**config.mk**
```make
export PLATFORM = sky130hd
export DESIGN_NAME = alu_share_ctrl
export DESIGN_NICKNAME = d
export VERILOG_FILES = /design/src/rtl/alu_share_pkg.sv /design/src/rtl/rr_arbiter.sv /design/src/rtl/alu_share_ctrl.sv
export SDC_FILE = /design/constraint.sdc
export NUM_CORES = 1
export LEC_CHECK = 0
export ABC_CLOCK_PERIOD_IN_PS = 4300
export CORE_AREA = 2 2 115 89
export DETAILED_ROUTE_END_ITERATION = 7
export DIE_AREA = 0 0 117 91
export PLACE_DENSITY = 0.82
export SYNTH_ARGS = -nofsm -noshare
export SYNTH_HDL_FRONTEND = slang
export SYNTH_SLANG_ARGS = --single-unit
```
**constraint.sdc**
```tcl
create_clock -name clk -period 4.3 [get_ports clk]
set_clock_uncertainty 0.05 [all_clocks]
set_input_delay 1.075 -clock clk [delete_from_list [all_inputs] [get_ports clk]]
set_output_delay 1.075 -clock clk [all_outputs]
set_load 0.02 [all_outputs]
```
**src/rtl/alu_share_pkg.sv**
```systemverilog
// Shared constants for the ALU sharing controller: ALU width, op codes and FSM encodings.
// Optional feature macro consumed by users of this package: ALU_SHARE_FIXED_PRIO_EN.
package alu_share_pkg;

  localparam int unsigned W = 16;

  localparam logic [1:0] OP_ADD = 2'b00;
  localparam logic [1:0] OP_SUB = 2'b01;
  localparam logic [1:0] OP_INC = 2'b10;
  localparam logic [1:0] OP_XOR = 2'b11;

  localparam logic [1:0] S_IDLE = 2'd0;
  localparam logic [1:0] S_EXEC = 2'd1;
  localparam logic [1:0] S_RESP = 2'd2;

endpackage

```
**src/rtl/rr_arbiter.sv**
```systemverilog
// Combinational round-robin arbiter: one-hot grant to the first request at or after ptr.
// ALU_SHARE_FIXED_PRIO_EN forces the search to start at index 0 (lowest index wins).
module rr_arbiter
  import alu_share_pkg::*;
#(
  parameter int unsigned N_REQ = 4,
  localparam int unsigned PW = $clog2(N_REQ)
) (
  input  logic [N_REQ-1:0] req,
  input  logic [PW-1:0]    ptr,
  output logic [N_REQ-1:0] gnt
);

  logic [PW-1:0] start;

`ifdef ALU_SHARE_FIXED_PRIO_EN
  logic unused_ptr;
  assign unused_ptr = ^ptr;
  assign start      = '0;
`else
  assign start = ptr;
`endif

  always_comb begin
    logic          found;
    logic [PW-1:0] idx;
    gnt   = '0;
    found = 1'b0;
    idx   = '0;
    for (int k = 0; k < int'(N_REQ); k++) begin
      idx = PW'((int'(start) + k) % int'(N_REQ));
      if (!found && req[idx]) begin
        gnt[idx] = 1'b1;
        found    = 1'b1;
      end
    end
  end

endmodule

```
**src/rtl/alu_share_ctrl.sv**
```systemverilog
// Time-shares one external combinational ALU among N_REQ requesters (IDLE -> EXEC -> RESP).
// Define ALU_SHARE_FIXED_PRIO_EN for fixed lowest-index priority instead of round robin.
module alu_share_ctrl
  import alu_share_pkg::*;
#(
  parameter int unsigned N_REQ = 4
) (
  input  logic                 clk,
  input  logic                 rst_n,
  input  logic [N_REQ-1:0]     req,
  input  logic [2*N_REQ-1:0]   req_op,
  input  logic [W*N_REQ-1:0]   req_a,
  input  logic [W*N_REQ-1:0]   req_b,
  output logic [N_REQ-1:0]     gnt,
  output logic [N_REQ-1:0]     rsp_valid,
  output logic [W-1:0]         rsp_data,
  output logic                 rsp_zero,
  output logic [W-1:0]         alu_a,
  output logic [W-1:0]         alu_b,
  output logic [1:0]           alu_op,
  input  logic [W-1:0]         alu_out,
  input  logic                 alu_zero
);

  localparam int unsigned PW = $clog2(N_REQ);

  logic [1:0]       state_q, state_d;
  logic [PW-1:0]    owner_q, owner_d;
  logic [W-1:0]     alu_a_q, alu_a_d, alu_b_q, alu_b_d;
  logic [1:0]       alu_op_q, alu_op_d;
  logic [W-1:0]     rsp_data_q, rsp_data_d;
  logic             rsp_zero_q, rsp_zero_d;
  logic [PW-1:0]    ptr, win_idx;
  logic [N_REQ-1:0] arb_gnt;
  logic [W-1:0]     a_arr [N_REQ];
  logic [W-1:0]     b_arr [N_REQ];
  logic [1:0]       op_arr [N_REQ];

`ifdef ALU_SHARE_FIXED_PRIO_EN
  assign ptr = '0;
`else
  logic [PW-1:0] rr_ptr_q, rr_ptr_d;
  assign ptr = rr_ptr_q;
`endif

  rr_arbiter #(
    .N_REQ(N_REQ)
  ) u_arb (
    .req(req),
    .ptr(ptr),
    .gnt(arb_gnt)
  );

  always_comb begin
    for (int i = 0; i < int'(N_REQ); i++) begin
      a_arr[i]  = req_a[i*W +: W];
      b_arr[i]  = req_b[i*W +: W];
      op_arr[i] = req_op[i*2 +: 2];
    end
  end

  always_comb begin
    win_idx = '0;
    for (int i = 0; i < int'(N_REQ); i++) begin
      if (arb_gnt[i]) win_idx = PW'(i);
    end
  end

  always_comb begin
    state_d    = state_q;
    owner_d    = owner_q;
    alu_a_d    = alu_a_q;
    alu_b_d    = alu_b_q;
    alu_op_d   = alu_op_q;
    rsp_data_d = rsp_data_q;
    rsp_zero_d = rsp_zero_q;
`ifndef ALU_SHARE_FIXED_PRIO_EN
    rr_ptr_d   = rr_ptr_q;
`endif
    case (state_q)
      S_IDLE: begin
        if (|req) begin
          owner_d  = win_idx;
          alu_a_d  = a_arr[win_idx];
          alu_b_d  = b_arr[win_idx];
          alu_op_d = op_arr[win_idx];
          state_d  = S_EXEC;
        end
      end
      S_EXEC: begin
        rsp_data_d = alu_out;
        rsp_zero_d = alu_zero;
        state_d    = S_RESP;
      end
      S_RESP: begin
`ifndef ALU_SHARE_FIXED_PRIO_EN
        rr_ptr_d = (owner_q == PW'(N_REQ - 1)) ? '0 : owner_q + 1'b1;
`endif
        state_d  = S_IDLE;
      end
      default: state_d = S_IDLE;
    endcase
  end

  always_ff @(posedge clk) begin
    if (!rst_n) begin
      state_q    <= S_IDLE;
      owner_q    <= '0;
      alu_a_q    <= '0;
      alu_b_q    <= '0;
      alu_op_q   <= '0;
      rsp_data_q <= '0;
      rsp_zero_q <= 1'b0;
`ifndef ALU_SHARE_FIXED_PRIO_EN
      rr_ptr_q   <= '0;
`endif
    end else begin
      state_q    <= state_d;
      owner_q    <= owner_d;
      alu_a_q    <= alu_a_d;
      alu_b_q    <= alu_b_d;
      alu_op_q   <= alu_op_d;
      rsp_data_q <= rsp_data_d;
      rsp_zero_q <= rsp_zero_d;
`ifndef ALU_SHARE_FIXED_PRIO_EN
      rr_ptr_q   <= rr_ptr_d;
`endif
    end
  end

  // Grant is the accept strobe of the IDLE cycle; suppressed while reset is asserted.
  assign gnt = (state_q == S_IDLE && rst_n) ? arb_gnt : '0;

  always_comb begin
    rsp_valid = '0;
    if (state_q == S_RESP) rsp_valid[owner_q] = 1'b1;
  end

  assign rsp_data = rsp_data_q;
  assign rsp_zero = rsp_zero_q;
  assign alu_a    = alu_a_q;
  assign alu_b    = alu_b_q;
  assign alu_op   = alu_op_q;

endmodule

```
# == Word-level counts from Yosys, hierarchy flattened ==
# Index checks and enable logic that the tools add are counted.
# W data, S select, Z words.
# op_classes
addsub,4
n_lt_le_gt_ge,11
eq_ne,4
mux,42
n_bitwise,4
reduce_logical,15
# op_table
cell,n
$bmux W16 S2,2
$mux W16,4
$mux W4,6
$lt A2 B3 Y1 const B,5
$mux W1,13
$mux W2,6
$or A4 B4 Y4,3
$demux W1 S2,5
$ge A2 B1 Y1 const B,5
$logic_and A1 B1 Y1,9
$bmux W1 S2,4
$add A2 B1 Y2 const B,2
$add A2 B2 Y2 const B,2
$bmux W2 S2,1
$eq A2 B2 Y1 const B,2
$pmux W2 S2,1
$reduce_or A4 Y1,1
$ge A3 B3 Y1 const B,1
$logic_not A1 Y1,3
$not A2 Y3,1
$eq A2 B1 Y1 const B,1
$logic_not A2 Y1,1
$ne A2 B2 Y1 const B,1
$reduce_and A2 Y1,1
# word_totals
reg_bits,57
out_inout_bits,59

# == Logic depth before layout (Yosys ltp) ==
# Gate-level depths: netlist (run 1).
# depth
depth_word,19
ltp_mapped,11
ltp_nobuf,8

# == Hierarchy ==
# From an unflattened synthesis (run 1), not the netlist that was laid out.
# hier_totals
cells_unflattened,420
area_unflattened_um2,3529.6
# modules_own_cells
mod,n_inst,cells_each,area_per_inst_um2,seq_area_each_um2
alu_share_ctrl,1,384,3191.8,1141.1
rr_arbiter,1,36,337.8,0.0

# == Least setup slack after synthesis (run 1) ==
# Ideal clock, no wire load.
# synth_timing
path_type,input -> output
from,input req[1]
to,output gnt[3]
arrival_ps,2723
required_time_ps,3175
path_slack_ps,452
path_stages,6
n_path_buf,2
path_cell_list,mux4_2 -> a221o_1 -> a311o_1 -> buf_6 -> buf_6 -> nor2b_1
# synth_between
elab_chain_len,13
word_cells_on_any_way,25
classes_between,mux: 16; bitwise: 3; reduce/logical: 6
# synth_rtl
item,line,rtl
"start, declared",alu_share_ctrl.sv:10,"input logic [N_REQ-1:0] req,"
$bmux W1 S2,rr_arbiter.sv:32,if (!found && req[idx]) begin
$mux W1 (not written as such),rr_arbiter.sv:32,
$mux W1,rr_arbiter.sv:32,
$logic_not A1 Y1,rr_arbiter.sv:32,
$logic_and A1 B1 Y1,rr_arbiter.sv:32,
$mux W1,rr_arbiter.sv:32,
$logic_not A1 Y1,rr_arbiter.sv:32,
$logic_and A1 B1 Y1,rr_arbiter.sv:32,
$mux W1,rr_arbiter.sv:32,
$logic_not A1 Y1,rr_arbiter.sv:32,
$logic_and A1 B1 Y1,rr_arbiter.sv:32,
$mux W4 (*),rr_arbiter.sv:32,
$mux W4 (*),alu_share_ctrl.sv:132,assign gnt = (state_q == S_IDLE && rst_n) ? arb_gnt : '0;
"end, declared",alu_share_ctrl.sv:14,"output logic [N_REQ-1:0] gnt,"
# Every way passes the cells marked *; elsewhere a longest branch is shown, timed or not. The select of a mux whose other input is x is not followed.

# == Worst setup path after layout (run 1) ==
# layout_timing
from,input req[2]
to,output gnt[1]
# Same word-level chain as after synthesis.

==> run summary, run 1 <==
Cell mode on critical path: buf_4
Area contributors post-synth: dfxtp_1, a21boi_0, a21oi_1, a221oi_1, and3_1
IR drop worst, VDD: 268.6 uV
Internal power: 0.001631 W
I/O pin total: 218
Post-DP Area: 5782 sq um
Diode count: 0
Final hold slack: 0.4164 ns
Crit path time final: 4.188 ns
Sequential cell area fraction in the yosys report: 32.41%
Design area: 6155 sq um
Root Buffer: clkbuf_16
CTS Buf Count: 9
CTS tree: yes
Biggest area consumer among synthesized cells: dfxtp_1
Compound-Gate Fraction of Synth Area: 37.35%
Main combinational cell family by area after synthesis: compound AO/OA/AOI/OAI gates
Synth Instances: 432
Min-Delay Path Class: flip-flop to flip-flop
Hold buffer count at CTS: 0
Final hold vios: 0
Initial antenna violation count: 0
Register bit total from synthesis: 57
First-pass GRT wire length: 20630 um
# port buffers: 217
Nature of the critical path endpoint: output pin
Die Y: 91 um
H-tree levels: 3
Routed via count: 4228
Vias in the first global route: 4208
Core Footprint: 9503 sq um
Area delta synth->final: 74.80%
Outcome: complete, no violations
Crit path kind: input port to output pin
Chip Width: 117 um
Critical path, cell by cell: clkdlybuf4s50_1 > mux4_2 > buf_4 > buf_4 > nand2b_1 > o311ai_4 > a21oi_1 > dlygate4sd2_1
Pre-Repair DR Iteration Count: 4
DRT antenna net count: 0
Simple-gate area share of the yosys netlist: 16.28%
PwrDens: 385.0 nW/um^2
Register clock-pin slew on the reported worst setup and hold paths: 0.05 ns
HPWL Detailed: 9562 um
Largest net degree at the start of global routing: 70
Maximum root-to-sink buffer count: 2
GPL Wtd Cong: 0.8589
Worst EP required: 3.17 ns
Mapped Nets: 601
Total Nets Final: 807
Layout cells sized above 1: 8.398%
Clk Latency, worst-skew pair: 0.32 ns
Switching share of power: 31.16%
Arr. time, crit path: 3.06 ns
Synth top area share: 32.41%
RSZ-0062 raised after global routing: no
Global route overflow: 0
Worst hold stages: 2
Max Freq: 238.8 MHz
Fin. max-slew vios: 0
DR WL/cell: 17.63 um
Netlist cell types: 35
Post-Route WL: 13670 um
GRT Overall Usage: 24.27%
Synth Area in XOR/XNOR: 0%
Net switching power: 0.0007384 W
# Max-Cap Violations: 0
Post-Synth Adder-Cell Area: 3.554%
Clock share of power: 35.0%
Leak: 2.372 nW
Post-Syn Area per Cell: 8.150 sq um
Max incr delay on CP: 0.49 ns
R2R depth: 10
DR iter-0 viols: 241
Clock Sink Count: 57
DR DRC count: 0
Relative slew slack: 14.98%
Worst setup SP type: input port
Initial Utilization: 37.05%
Vias/cell: 5.455
Crit path max-delay cell type: mux4_2
Sequential power share: 27.8%
Part of the cycle the worst path needs: 97.40%
Row count: 31
Ys Warns: 0
Netlist Area Pre-Place: 3521 sq um
Full die area: 10650 sq um
Crit-path max FO: 5
Comb power frac: 37.2%
Final setup fails: 0
Slew @ Worst Pin: 1.273 ns
Mux cell area share after synthesis: 3.483%
==> cell families (layout without fill, tap and decap cells) <==
| kind of cell | Yosys count | count (layout) |
|---|---|---|
| flip-flops | 57 | 57 |
| buffers and inverters | 48 | 259 |
| AO/OA/AOI/OAI | 203 | 203 |
| multiplexers | 7 | 7 |
| adder cells (fa/ha/maj) | 10 | 10 |
| AND/OR/NAND/NOR | 107 | 107 |
==> cell usage in the layout (no fill, tap or decap), types with 4 or more instances in the layout <==
| cell type | count |
|---|---|
| a21boi_0 | 51 |
| a21oi_1 | 69 |
| a221oi_1 | 32 |
| and2_1 | 7 |
| and3_1 | 36 |
| buf_4 | 19 |
| clkbuf_16 | 9 |
| clkdlybuf4s50_1 | 211 |
| dfxtp_1 | 57 |
| ha_1 | 10 |
| inv_1 | 6 |
| mux4_2 | 4 |
| nand2_1 | 39 |
| nor2_1 | 6 |
| nor2b_1 | 6 |
| o21ai_0 | 34 |
| o21ai_1 | 7 |
==> power by group through the flow <==
stage | clock network [W] | logic (W) | registers [W]
global route | 0.000868 | 0.000953 | 0.000667
global placement | 0 | 0.000850 | 0.000662
detailed placement | 0 | 0.000871 | 0.000669
floorplan | 0 | 0.000374 | 0.000758
finish | 0.000829 | 0.000882 | 0.000658
CTS | 0.000843 | 0.000875 | 0.000658
==> cell type report <==
cell class | count | area, sq um
tap | 132 | 165.2
sequential | 57 | 1141
fill | 789 | 3348
multi-input combinational | 327 | 2161
timing repair buffer | 237 | 2320
inverter | 6 | 22.52
clock buffer | 11 | 242.7
clock inverter | 5 | 102.6
==> through the flow <==
step                cells  worst slack [ns]  total power (W)  util [%]  setup TNS, ns
finish                775            0.1118         0.002370     64.77              0
global route          775           0.01418         0.002487     64.77              0
global placement      756           -0.2143         0.001513     60.84        -0.7217
detailed placement    756           -0.2501         0.001540     60.84        -0.9529
floorplan             432            0.4516         0.001132         -              0
CTS                   773          0.005378         0.002376     64.50              0
==> synthesized netlist by cell type <==
cell / number
nor3_1: 1
buf_6: 8
a311o_1: 1
clkbuf_1: 30
o311ai_1: 1
nor2_8: 1
a221oi_2: 2
and3b_1: 1
nor2_1: 8
nand2b_1: 3
ha_1: 10
nor2b_2: 1
a221o_1: 2
o21ai_1: 7
a21oi_1: 69
nand3b_1: 2
nor4_1: 1
inv_1: 6
buf_1: 1
nand2_1: 39
a21o_1: 2
buf_2: 3
a21boi_0: 51
o211a_1: 1
nor3b_1: 1
and3_1: 36
a211oi_1: 1
o21ai_0: 34
nor2b_1: 6
dfxtp_1: 57
mux2i_1: 1
a221oi_1: 32
mux2_2: 2
and2_1: 7
mux4_2: 4
==> what timing repair did <==
action | 4_1_cts | 5_1_grt
endpoints found under the setup margin | 4 | 4
setup buffers | 1 | 1
gates resized for setup | 6 | 6
pin swaps | 1 | 1
==> routing by layer <==
layer / wire [um] / GRT usage [%]
met4: 279 / 8.431
met5: 0 / 0
met1: 5559 / 27.84
met3: 1058 / 5.808
met2: 6769 / 43.45
==> critical path: cells and delay by family <==
kind,cells,cell delay [ns]
buffers and inverters,4,1.15
multiplexers,1,0.49
AO/OA/AOI/OAI,2,0.24
AND/OR/NAND/NOR,1,0.11
==> registers in the layout, indices dropped and copies added (netlist names) <==
name / cells
rsp_data: 16
ptr: 2
rsp_zero: 1
alu_a: 16
alu_op: 2
alu_b: 16
owner_q: 2
state_q: 2
==> final timing paths <==
| kind | start | end | slack, ns |
|---|---|---|---|
| worst min register to register | rsp_data[2]$_SDFFE_PN0N_ | rsp_data[2]$_SDFFE_PN0N_ | 0.42 |
| worst max-delay path | req[2] | gnt[1] | 0.11 |
| worst max register to register | ptr[1]$_SDFFE_PN0P_ | alu_op[0]$_SDFFE_PN0P_ | 0.90 |
| worst min-delay path | rsp_data[2]$_SDFFE_PN0N_ | rsp_data[2]$_SDFFE_PN0N_ | 0.42 |
No activity file was read; power rests on OpenSTA's default activity.
==> run 2: changes to the inputs <==
--- a/config.mk
+++ b/config.mk
@@ -5,11 +5,11 @@
 export SDC_FILE = /design/constraint.sdc
 export NUM_CORES = 1
 export LEC_CHECK = 0
-export ABC_CLOCK_PERIOD_IN_PS = 4300
-export CORE_AREA = 2 2 115 89
+export ABC_CLOCK_PERIOD_IN_PS = 5300
+export CORE_AREA = 2 2 112 87
 export DETAILED_ROUTE_END_ITERATION = 7
-export DIE_AREA = 0 0 117 91
-export PLACE_DENSITY = 0.82
+export DIE_AREA = 0 0 114 89
+export PLACE_DENSITY = 0.85
 export SYNTH_ARGS = -nofsm -noshare
 export SYNTH_HDL_FRONTEND = slang
 export SYNTH_SLANG_ARGS = --single-unit
==> constraint.sdc (replaced) <==
create_clock -name clk -period 5.3 [get_ports clk]
set_clock_uncertainty 0.05 [all_clocks]
set_input_delay 1.325 -clock clk [delete_from_list [all_inputs] [get_ports clk]]
set_output_delay 1.325 -clock clk [all_outputs]
set_load 0.02 [all_outputs]
==> run summary, run 2 (synthesis gave the netlist of run 1 again) <==
Chip Width: 114 um (-2.6%)
Diode count: 0 (unchanged)
Vias/cell: 5.538 (+1.5%)
Most frequent cells in the layout: clkdlybuf4s50_1, a21oi_1, dfxtp_1
H-tree levels: 3 (unchanged)
Area of the multi-input gates: 2158 sq um (-0.12%)
CTS Buf Count: 9 (unchanged)
Outcome: complete, no violations
Largest net degree at the start of global routing: 70 (unchanged)
# port buffers: 217 (unchanged)
Crit-path max FO: 7 (+2)
Top delay family on crit path: buffers and inverters
Most common cell after layout, fill and taps aside: clkdlybuf4s50_1
DR iter-0 viols: 161 (-33%)
Layout cells sized above 1: 6.329% (-2.1 points)
RSZ-0062 raised after global routing: no
Crit path time final: 5.105 ns
# Max-Cap Violations: 0 (unchanged)
DR WL/cell: 18.01 um (+2.1%)
Final setup fails: 0 (unchanged)
Clk Latency, worst-skew pair: 0.32 ns (about the same)
Die Y: 89 um (-2.2%)
Max incr delay on CP: 0.62 ns (+0.13 ns)
Leak: 2.299 nW (-3.1%)
GRT Overall Usage: 25.94% (+1.7 points)
I/O pin total: 218 (unchanged)
Fin. max-slew vios: 0 (unchanged)
Initial Utilization: 39.41% (+2.4 points)
Routed via count: 4120 (-2.6%)
GPL Wtd Cong: 0.8363 (-2.6%)
Full die area: 10150 sq um (-4.7%)
Post-cts sizing count: 0 (-6)
Worst setup SP type: input port
PwrDens: 310.5 nW/um^2 (-19%)
Total Nets Final: 796 (-1.4%)
Vias in the first global route: 4065 (-3.4%)
Pre-Repair DR Iteration Count: 4 (unchanged)
Core Footprint: 8934 sq um (-6.0%)
Setup WS pre-CTS: 0.2147 ns (+0.4649 ns)
Final hold vios: 0 (unchanged)
Final hold slack: 0.4126 ns (-0.003781 ns)
Part of the cycle the worst path needs: 96.33%
Max Freq: 195.9 MHz
Global route overflow: 0 (unchanged)
Tot Pwr: 0.001871 W (-21%)
DRT antenna net count: 0 (unchanged)
Crit path kind: input port to output pin
Cell mode on critical path: clkdlybuf4s50_1
Row count: 30 (-3.2%)
HPWL Detailed: 9543 um (-0.20%)
Arr. time, crit path: 3.73 ns (+0.67 ns)
Slew @ Worst Pin: 1.143 ns (-0.1293 ns)
Register clock-pin slew on the reported worst setup and hold paths: 0.05 ns (about the same)
Register area: 1141 sq um (unchanged)
Worst EP required: 3.92 ns (+0.75 ns)
Setup TNS: 0 ns (unchanged)
Setup WS post-layout: 0.1945 ns (+0.08270 ns)
First-pass GRT wire length: 20650 um (about the same)
Min-Delay Path Class: flip-flop to flip-flop
Maximum root-to-sink buffer count: 2 (unchanged)
IR drop worst, VDD: 167.4 uV (-38%)
Clock Sink Count: 57 (unchanged)
Relative slew slack: 23.62% (+8.6 points)
Post-CTS setup repair buffer count: 0 (-1)
Area delta synth->final: 71.18%
CTS tree: yes
Crit path max-delay cell type: clkdlybuf4s50_1
Nature of the critical path endpoint: output pin
Post-Route WL: 13400 um (-2.0%)
Initial antenna violation count: 0 (unchanged)
Hold buffer count at CTS: 0 (unchanged)
DR DRC count: 0 (unchanged)
Filler cells: 768 (-2.7%)
Root Buffer: clkbuf_16
Critical path, cell by cell: clkdlybuf4s50_1 > mux4_2 > buf_4 > nand3b_1 > a221o_1 > nor2_1 > clkdlybuf4s50_1
Worst path bufs/invs: 3 (-1)
==> run 2: worst reg2reg max path, delay by kind of cell, from the launching register on <==
kind | cells | cell delay, ns
fa+ha+maj | 1 | 0.41
flops | 1 | 0.60
compound gates | 4 | 1.07
mux | 1 | 0.37
buf+inv | 3 | 0.86
simple gates | 1 | 0.34
==> run 2: per-stage QoR <==
stage	instance area [sq um]	utilization, %	cells
5_1_grt	6027	67.47	744
2_1_floorplan	3521	-	432
3_5_place_dp	5697	63.77	728
4_1_cts	6027	67.47	744
6_report	6027	67.47	744
3_3_place_gp	5697	63.77	728
==> run 2: final timing paths <==
| check | cells past startpoint | from | slack [ns] | endpoint |
|---|---|---|---|---|
| worst max-delay path | 7 | req[1] | 0.19 | gnt[2] |
| worst min-delay path | 2 | rsp_data[4]$_SDFFE_PN0N_ | 0.41 | rsp_data[4]$_SDFFE_PN0N_ |
| worst max register to register | 10 | ptr[0]$_SDFFE_PN0P_ | 1.52 | alu_a[11]$_SDFFE_PN0P_ |
| worst min register to register | 2 | rsp_data[4]$_SDFFE_PN0N_ | 0.41 | rsp_data[4]$_SDFFE_PN0N_ |
==> run 2: layout make-up <==
class | instances | area share (%)
clock buffers | 11 | 4.193
clock inverters | 5 | 1.287
inverters | 6 | 0.3737
multi-input cells | 327 | 35.81
flip-flops and latches | 57 | 18.93
well taps | 112 | 2.325
repair buffers | 226 | 37.08
==> run 2: layer usage <==
layer	track usage, %	part of all wire [%]
met3	7.390	6.9
met1	30.11	42
met2	47.13	50
met4	7.761	1.5
met5	0	0
==> run 2: where the power goes <==
part / switching [W] / internal (W)
sequential: 0.0000394 / 0.000497
clock: 0.000200 / 0.000435
combinational: 0.000354 / 0.000346
total: 0.000594 / 0.00128
